$ cat src/rtl/bin_to_bcd_serial_pkg.sv
// ---------------------------------------------------------------------------
// bin2bcd_pkg
//   Shared definitions for the serial binary-to-BCD converter:
//     - state_t     : controller states (IDLE, SHIFT, DONE)
//     - DIGIT_W     : bits per BCD digit
//     - ADD3_THRESH : digit value at or above which the +3 correction applies
//     - ADD3_VAL    : correction added before each shift
//     - EX3_BIAS    : bias applied to form Excess-3 digits
//     - ex3_digit() : BCD digit -> Excess-3 digit
// ---------------------------------------------------------------------------
package bin2bcd_pkg;

    typedef enum logic [1:0] {
        IDLE  = 2'd0,
        SHIFT = 2'd1,
        DONE  = 2'd2
    } state_t;

    localparam int unsigned DIGIT_W     = 4;
    localparam int unsigned ADD3_THRESH = 5;
    localparam int unsigned ADD3_VAL    = 3;
    localparam int unsigned EX3_BIAS    = 3;

    function automatic logic [DIGIT_W-1:0] ex3_digit(input logic [DIGIT_W-1:0] d);
        return d + DIGIT_W'(EX3_BIAS);
    endfunction

endpackage

$ cat src/rtl/bin_to_bcd_serial_add3.sv
// ---------------------------------------------------------------------------
// bcd_add3_digit
//   Combinational double-dabble correction for one BCD digit: a digit of 5
//   or more gets 3 added so that the following left shift carries correctly
//   into the next decimal digit.
//
// Ports:
//   digit_i  in  DIGIT_W  accumulator digit before correction
//   digit_o  out DIGIT_W  corrected digit (digit_i + 3 if digit_i >= 5)
// ---------------------------------------------------------------------------
module bcd_add3_digit
    import bin2bcd_pkg::*;
(
    input  logic [DIGIT_W-1:0] digit_i,
    output logic [DIGIT_W-1:0] digit_o
);

    always_comb begin
        if (digit_i >= DIGIT_W'(ADD3_THRESH)) begin
            digit_o = digit_i + DIGIT_W'(ADD3_VAL);
        end else begin
            digit_o = digit_i;
        end
    end

endmodule

$ cat src/rtl/bin_to_bcd_serial.sv
// ---------------------------------------------------------------------------
// bin_to_bcd_serial
//   Sequential shift-and-add-3 (double dabble) binary-to-BCD converter.
//   A value accepted in IDLE is converted over exactly WIDTH SHIFT cycles,
//   then held in DONE until the consumer takes it.
//
// Parameters:
//   WIDTH   binary operand width (default 8)
//   DIGITS  BCD digits produced (default 3); requires 2^WIDTH-1 < 10^DIGITS
//           and WIDTH >= 2
//
// Ports:
//   clk        in   1          clock, rising edge
//   rst        in   1          synchronous active-high reset
//   in_valid   in   1          bin_in holds a value to convert
//   in_ready   out  1          ready to accept (IDLE only)
//   bin_in     in   WIDTH      unsigned binary operand
//   out_valid  out  1          bcd_out holds a completed result (DONE)
//   out_ready  in   1          consumer accepts bcd_out
//   bcd_out    out  4*DIGITS   packed BCD, digit 0 (units) in [3:0]
//   busy       out  1          high in SHIFT or DONE
//   ex3_out    out  4*DIGITS   Excess-3 copy of bcd_out; present only when
//                              BIN2BCD_EXCESS3_OUT_EN is defined
// ---------------------------------------------------------------------------
module bin_to_bcd_serial
    import bin2bcd_pkg::*;
#(
    parameter int unsigned WIDTH  = 8,
    parameter int unsigned DIGITS = 3
) (
    input  logic                  clk,
    input  logic                  rst,
    input  logic                  in_valid,
    output logic                  in_ready,
    input  logic [WIDTH-1:0]      bin_in,
    output logic                  out_valid,
    input  logic                  out_ready,
    output logic [4*DIGITS-1:0]   bcd_out,
    output logic                  busy
`ifdef BIN2BCD_EXCESS3_OUT_EN
    ,
    output logic [4*DIGITS-1:0]   ex3_out
`endif
);

    localparam int unsigned BCD_W = DIGIT_W * DIGITS;
    localparam int unsigned CNT_W = $clog2(WIDTH + 1);

    state_t             state_q, state_d;
    logic [WIDTH-1:0]   bin_q,   bin_d;
    logic [BCD_W-1:0]   acc_q,   acc_d;
    logic [BCD_W-1:0]   res_q,   res_d;
    logic [CNT_W-1:0]   cnt_q,   cnt_d;

    logic [BCD_W-1:0]         acc_corr;
    logic [BCD_W+WIDTH-1:0]   shift_full;
    logic [BCD_W-1:0]         acc_shift;
    logic [WIDTH-1:0]         bin_shift;
    logic                     last_iter;

    // Per-digit +3 correction applied to the accumulator before each shift.
    for (genvar g = 0; g < DIGITS; g++) begin : g_add3
        bcd_add3_digit u_add3 (
            .digit_i (acc_q[g*DIGIT_W +: DIGIT_W]),
            .digit_o (acc_corr[g*DIGIT_W +: DIGIT_W])
        );
    end

    // {accumulator, binary} shifted left as one word: the binary MSB moves
    // into the units digit LSB; the accumulator MSB falls off (always 0 for
    // legal parameter combinations).
    always_comb begin
        shift_full = {acc_corr, bin_q} << 1;
        acc_shift  = shift_full[BCD_W+WIDTH-1:WIDTH];
        bin_shift  = shift_full[WIDTH-1:0];
    end

    // Counter starts at 0 on accept, so the shift seen with cnt == WIDTH-1 is
    // the last one; the counter ends at WIDTH and never wraps.
    assign last_iter = (cnt_q == CNT_W'(WIDTH - 1));

`ifdef BIN2BCD_EXCESS3_OUT_EN
    logic [BCD_W-1:0] ex3_q, ex3_d;
    logic [BCD_W-1:0] ex3_from_shift;

    always_comb begin
        ex3_from_shift = '0;
        for (int unsigned i = 0; i < DIGITS; i++) begin
            ex3_from_shift[i*DIGIT_W +: DIGIT_W] = ex3_digit(acc_shift[i*DIGIT_W +: DIGIT_W]);
        end
    end
`endif

    always_comb begin
        state_d   = state_q;
        bin_d     = bin_q;
        acc_d     = acc_q;
        cnt_d     = cnt_q;
        res_d     = res_q;
`ifdef BIN2BCD_EXCESS3_OUT_EN
        ex3_d     = ex3_q;
`endif
        in_ready  = 1'b0;
        out_valid = 1'b0;
        busy      = 1'b0;

        unique case (state_q)
            IDLE: begin
                in_ready = 1'b1;
                if (in_valid) begin
                    bin_d   = bin_in;
                    acc_d   = '0;
                    cnt_d   = '0;
                    state_d = SHIFT;
                end
            end

            SHIFT: begin
                busy  = 1'b1;
                acc_d = acc_shift;
                bin_d = bin_shift;
                cnt_d = cnt_q + CNT_W'(1);
                if (last_iter) begin
                    // Result registers load from the final shift so bcd_out
                    // is already valid in the first DONE cycle and keeps its
                    // value through later conversions until the next result.
                    res_d   = acc_shift;
`ifdef BIN2BCD_EXCESS3_OUT_EN
                    ex3_d   = ex3_from_shift;
`endif
                    state_d = DONE;
                end
            end

            DONE: begin
                busy      = 1'b1;
                out_valid = 1'b1;
                if (out_ready) begin
                    state_d = IDLE;
                end
            end

            default: begin
                state_d = IDLE;
            end
        endcase
    end

    always_ff @(posedge clk) begin
        if (rst) begin
            state_q <= IDLE;
            bin_q   <= '0;
            acc_q   <= '0;
            cnt_q   <= '0;
            res_q   <= '0;
`ifdef BIN2BCD_EXCESS3_OUT_EN
            ex3_q   <= {DIGITS{DIGIT_W'(EX3_BIAS)}};
`endif
        end else begin
            state_q <= state_d;
            bin_q   <= bin_d;
            acc_q   <= acc_d;
            cnt_q   <= cnt_d;
            res_q   <= res_d;
`ifdef BIN2BCD_EXCESS3_OUT_EN
            ex3_q   <= ex3_d;
`endif
        end
    end

    assign bcd_out = res_q;
`ifdef BIN2BCD_EXCESS3_OUT_EN
    assign ex3_out = ex3_q;
`endif

endmodule
$ cat config.mk
export PLATFORM = sky130hd
export DESIGN_NAME = bin_to_bcd_serial
export DESIGN_NICKNAME = d
export VERILOG_FILES = /design/src/rtl/bin_to_bcd_serial_pkg.sv /design/src/rtl/bin_to_bcd_serial_add3.sv /design/src/rtl/bin_to_bcd_serial.sv
export SDC_FILE = /design/constraint.sdc
export NUM_CORES = 1
export LEC_CHECK = 0
export CORE_ASPECT_RATIO = 0.5
export CORE_MARGIN = 2
export CORE_UTILIZATION = 30
export DETAILED_ROUTE_END_ITERATION = 12
export SLEW_MARGIN = 20
export SYNTH_ARGS = -nofsm -noshare
export SYNTH_HDL_FRONTEND = slang
export SYNTH_HIERARCHICAL = 1
export SYNTH_SLANG_ARGS = --single-unit
$ cat constraint.sdc
create_clock -name clk -period 3.5 [get_ports clk]
set_clock_uncertainty 0.15 [all_clocks]
set_input_delay 0.7 -clock clk [delete_from_list [all_inputs] [get_ports clk]]
set_output_delay 0.7 -clock clk [all_outputs]
set_load 0.005 [all_outputs]
==> impl_metrics.yaml <==
sta:
  min_period_over_period_pct: 69.6
  hold_violations: 0
  min_period_ns: 2.44
  final.setup.tns_ns: 0
  slew_viol_final: 0
  relSlewSlack_pct: 44.4
  finalSetupViolations: 0
  rsz0062_at_grt: "false"
  tightest_slew_ns: 0.832
  max_freq_mhz: 410
power_and_ir_drop:
  power_leakage_nw: 0.865
  power_frac_seq_pct: 41.4
  clock_power_share_pct: 44.4
  p_per_area_nw_per_um2: 476
  p_sw_w: 0.000272
  sw_frac_of_total_pct: 24.2
  p_int_w: 0.000853
  p_comb_share_pct: 14.2
  vdd_drop_max_mv: 0.195
layout:
  area_delta_synth_final_pct: 25.3
  diodes: 0
  layout-drive-gt1-share_pct: 10.2
  final-seq-area_sq_um: 761
  nets: 265
  final_common_cell: "dfxtp_1"
  nFillCells: 648
  mostFrequentLayoutCells: "38 x dfxtp_1, 37 x nand2_1, 29 x nor2_1, 26 x clkdlybuf4s50_1, 19 x a21oi_1"
  multiInputGateArea_sq_um: 1010
  stdcell_area_sq_um: 2360
grt:
  antenna_found_initial: 0
  grt_pass1_vias: 1346
  grt_pass1_wl_mm: 5.97
  grt_util_all_layers_pct: 10.9
  grt_overflow: 0
  grt_max_degree: 39
setup_path:
  worstPathMaxFanout: 15
  max_stage_delay_ns: 0.70
  slowest_stage: "nor2_1"
  worstSetupPathType: "reg2reg"
  start_kind: "flop"
  endpoint_kind: "flop"
  required_ns: 3.56
  path_cells: "inv_1 -> ha_1 -> inv_1 -> nor2_1 -> nand2_1 -> a21oi_1"
  cp.arrival_ns: 2.49
  cp_common_cell: "inv_1"
routing:
  drc: 0
  drtIter0Drc: 41
  wl_mm: 3.69
  first_pass_iters: 4
  vias_per_cell: 4.57
  final_antenna_net_count: 0
  num_vias: 1517
  wire_per_inst_microns: 11.1
clocking:
  cts_num_sinks: 38
  cts_tree: "yes"
  clk_pin_slew_ns: 0.06
  cts_hold_buffers: 0
  cts_buffers: 5
  cts_resized: 0
  clk_latency_ns: 0.28
  clock_tree.buffer_depth: 2
  clockRootBuffer: "clkbuf_16"
  cts.htree.levels: 2
  post_cts_buffers: 0
outcome:
  status: "completed"
place:
  port_buffers: 26
  dpl_cell_area_sq_um: 2200
  gp_congestion: 0.771
  dp_hpwl_mm: 2.53
floorplanning:
  start_util_pct: 31.0
  core_area_sq_um: 6080
  die_area_sq_um: 6980
  fp.dieH_microns: 60.1
  core.rowCount: 20
  die_w_microns: 116
  io_pins: 27
job:
  cap_violations: 0
synth:
  syn_nets: 242
  synthesis.area_sq_um: 1890
  synth.avg_cell_area_sq_um: 8.58
  yosysWarnings: 6
  synth_cells: 220
hold_path:
  hold_path_class: "reg2reg"
## power groups by stage
stage	Combinational, W	Sequential, W	Clock, W
floorplan	0.000133	0.000472	0
global placement	0.000156	0.000474	0
detailed placement	0.000162	0.000475	0
CTS	0.000163	0.000466	0.000512
global route	0.000178	0.000469	0.000524
finish	0.000159	0.000466	0.000500
## metrics by stage
| step | cells | setup WS, ns | hold slack [ns] | total power (W) | utilization (%) |
|---|---|---|---|---|---|
| finish | 332 | 1.06 | 0.303 | 0.00113 | 38.9 |
| global route | 332 | 0.797 | 0.322 | 0.00117 | 38.9 |
| CTS | 332 | 1.03 | 0.303 | 0.00114 | 38.9 |
| detailed placement | 324 | 0.901 | 0.296 | 0.000637 | 36.2 |
| global placement | 324 | 1.00 | 0.294 | 0.000630 | 36.2 |
| floorplan | 220 | 1.67 | 0.296 | 0.000604 | - |
## final timing paths
check	from	end	slack, ns	depth (start not counted)
worst max-delay path	state_q[1]	bcd_out[3]	1.06	6
worst min-delay path	bcd_out[7]	bcd_out[7]	0.30	2
worst min register to register	bcd_out[7]	bcd_out[7]	0.30	2
worst max register to register	state_q[1]	bcd_out[3]	1.06	6
## metal layers
layer / up-vias / part of all wire, % / GRT usage, %
met2: 16 / 48 / 19.5
met5: - / 0 / 0
met4: 0 / 1.1 / 3.06
met3: 4 / 2.5 / 3.04
met1: 706 / 48 / 13.1
li1: 791 / - / -
## layout make-up
type | count | area share, %
repair buffers | 28 | 11.6
clock buffers | 5 | 5.29
multi-input cells | 159 | 42.8
inverters | 11 | 1.75
clock inverters | 3 | 1.69
flip-flops and latches | 38 | 32.2
well taps | 88 | 4.66
## worst max-delay path, delay by kind of cell (launching register included)
kind            cells  cell delay, ns
flops               1            0.32
compound gates      1            0.14
buf+inv             2            0.32
simple gates        2            0.82
fa+ha+maj           1            0.60
## flip-flops by register name, summed over array words and instances, names as in the netlist
| name | cells |
|---|---|
| acc_q | 12 |
| bcd_out | 12 |
| bin_q | 8 |
| cnt_q | 4 |
| state_q | 2 |
Note: power is estimated with default switching activity, not from simulation.
==> edit: new RTL, same flow settings <==
Encoding of `state_t`: now one-hot (3 bits for 3 states).
--- a/src/rtl/bin_to_bcd_serial_pkg.sv
+++ b/src/rtl/bin_to_bcd_serial_pkg.sv
@@ -10,10 +10,10 @@
 // ---------------------------------------------------------------------------
 package bin2bcd_pkg;
 
-    typedef enum logic [1:0] {
-        IDLE  = 2'd0,
-        SHIFT = 2'd1,
-        DONE  = 2'd2
+    typedef enum logic [2:0] {
+        IDLE  = 3'b001,
+        SHIFT = 3'b010,
+        DONE  = 3'b100
     } state_t;
 
     localparam int unsigned DIGIT_W     = 4;
Function: no difference found for any inputs over 10 cycles, from zero or initial values and one cycle with rst high; not proved beyond that.
==> edit against the unedited design <==
- sequential share of layout area about the same
- final area rose by 2.5%
- synthesized area rose by 4.0%
- fmax decreased by 16%
- count of clock-buffer cells in the layout grew 1
- non-clock buffer count decreased by 1
- register-to-register slack improved by 0.06 ns
- critical path type is now register to output port
- worst setup slack worse by 0.48 ns
- routed wire length grew 8.9%
- via count up 2.5%
- sequential cell count increased by 1
Power is not compared: it rests on default switching activity, and its combinational part moved more than twofold at a synthesized area within 25%.
==> edit: results (changes against the unedited design) <==
<table>
<tr><th>Metric</th><th>Value</th></tr>
<tr><th colspan="2">Status</th></tr>
<tr><td>Run status</td><td>finished, final reports clean (unchanged)</td></tr>
<tr><th colspan="2">Cells and area</th></tr>
<tr><td>Count of filler cells inserted in the layout</td><td>627 (was 648)</td></tr>
<tr><td>Nets@finish</td><td>259 (was 265)</td></tr>
<tr><td>Antenna Diode Count</td><td>0 (unchanged)</td></tr>
<tr><td>Fraction of final layout cells sized beyond drive strength 1</td><td>7.054% (was 10.25%)</td></tr>
<tr><th colspan="2">Pwr</th></tr>
<tr><td>Static leakage power</td><td>0.8485 nW</td></tr>
<tr><th colspan="2">Clock tree</th></tr>
<tr><td>Clock root cell</td><td>clkbuf_16 (unchanged)</td></tr>
<tr><td>Clock Latency Late Sink</td><td>0.28 ns (about the same)</td></tr>
<tr><td>Buffer levels on the longest clock path</td><td>2 (unchanged)</td></tr>
<tr><td>CTS clk-pin slew, worst paths</td><td>0.06 ns (about the same)</td></tr>
<tr><th colspan="2">GRT</th></tr>
<tr><td>Via count of the first global-routing pass</td><td>1560 (was 1346)</td></tr>
<tr><td>Global-route total usage across every layer</td><td>11.91% (was 10.89%)</td></tr>
<tr><td>Maximum number of pins on one net before global-route repair</td><td>38 (was 39)</td></tr>
<tr><td>First-pass GRT wire length</td><td>7010 µm (was 5968 µm)</td></tr>
<tr><th colspan="2">Placement</th></tr>
<tr><td>Placer's final routability congestion estimate</td><td>0.7457 (was 0.7713)</td></tr>
<tr><td>Detailed Place HPWL</td><td>2698 µm (was 2530 µm)</td></tr>
<tr><th colspan="2">Setup path</th></tr>
<tr><td>Critical Path Sink Type</td><td>output port (was register)</td></tr>
<tr><td>Arrival time at the worst endpoint</td><td>2.06 ns (was 2.49 ns)</td></tr>
<tr><td>Worst-path fanout max</td><td>25 (was 15)</td></tr>
<tr><th colspan="2">Yosys</th></tr>
<tr><td>Post-Syn Nets</td><td>239 (was 242)</td></tr>
<tr><th colspan="2">Route</th></tr>
<tr><td>Routed length on met1</td><td>2039 µm (was 1778 µm)</td></tr>
<tr><td>Detailed Route Iter0 Violations</td><td>32 (was 41)</td></tr>
<tr><td>Vias per cell</td><td>4.726 (was 4.569)</td></tr>
<tr><td>Average wire per standard cell</td><td>12.22 µm (was 11.12 µm)</td></tr>
<tr><td>Met3 Routed Length</td><td>103 µm (was 91 µm)</td></tr>
<tr><td>Met2 wire length</td><td>1838 µm (was 1781 µm)</td></tr>
<tr><td>Uppermost layer routed</td><td>met4 (unchanged)</td></tr>
<tr><th colspan="2">STA</th></tr>
<tr><td>Worst max-slew margin expressed relative to the limit</td><td>38.59% (was 44.35%)</td></tr>
<tr><td>Maximum frequency from static timing analysis</td><td>343.2 MHz (was 410.3 MHz)</td></tr>
</table>
edit: worst max-delay path: stages (launching register included):
cell and delay [ns]:
dfxtp_1 0.90, nand2b_1 0.20, a21oi_1 0.17, clkdlybuf4s50_1 0.52
edit: final timing paths:
kind	startpoint	to	slack, ns	cells past startpoint
worst max-delay path	state_q[2]	busy	0.59	3
worst min-delay path	bcd_out[3]	bcd_out[3]	0.31	2
worst max register to register	state_q[2]	acc_q[5]	1.12	3
worst min register to register	bcd_out[3]	bcd_out[3]	0.31	2
edit: per-layer routing:
metal  vias to the layer above  GRT usage, %
li1                        807             -
met1                       723         14.95
met2                        18         20.89
met3                         7         2.870
met4                         0         3.959
met5                         -             0
edit: power by group:
part           switching [W]  internal, W  leakage (nW)
registers          0.0000117     0.000455         0.316
clock network       0.000178     0.000354        0.0868
logic              0.0000344    0.0000327         0.445
total               0.000224     0.000842         0.848
edit: final cells by class:
| class | instances | area, µm² | share of cell area, % |
|---|---|---|---|
| timing repair buffer | 27 | 267.8 | 11.05 |
| clock inverter | 2 | 35.03 | 1.446 |
| tap | 88 | 110.1 | 4.545 |
| multi-input combinational | 157 | 1052 | 43.44 |
| inverter | 10 | 37.54 | 1.550 |
| sequential | 39 | 780.7 | 32.23 |
| clock buffer | 6 | 138.9 | 5.733 |
edit: per-stage QoR:
step	std cells	setup WS (ns)	hold WS (ns)	total power (W)	area [µm²]
5_1_grt	329	0.4250	0.3197	0.001104	2422
2_1_floorplan	220	1.740	0.2849	0.0005209	1962
6_report	329	0.5866	0.3056	0.001066	2422
3_5_place_dp	321	0.8990	0.2978	0.0005437	2248
3_3_place_gp	321	0.9269	0.2941	0.0005426	2248
4_1_cts	329	0.5812	0.3085	0.001079	2422
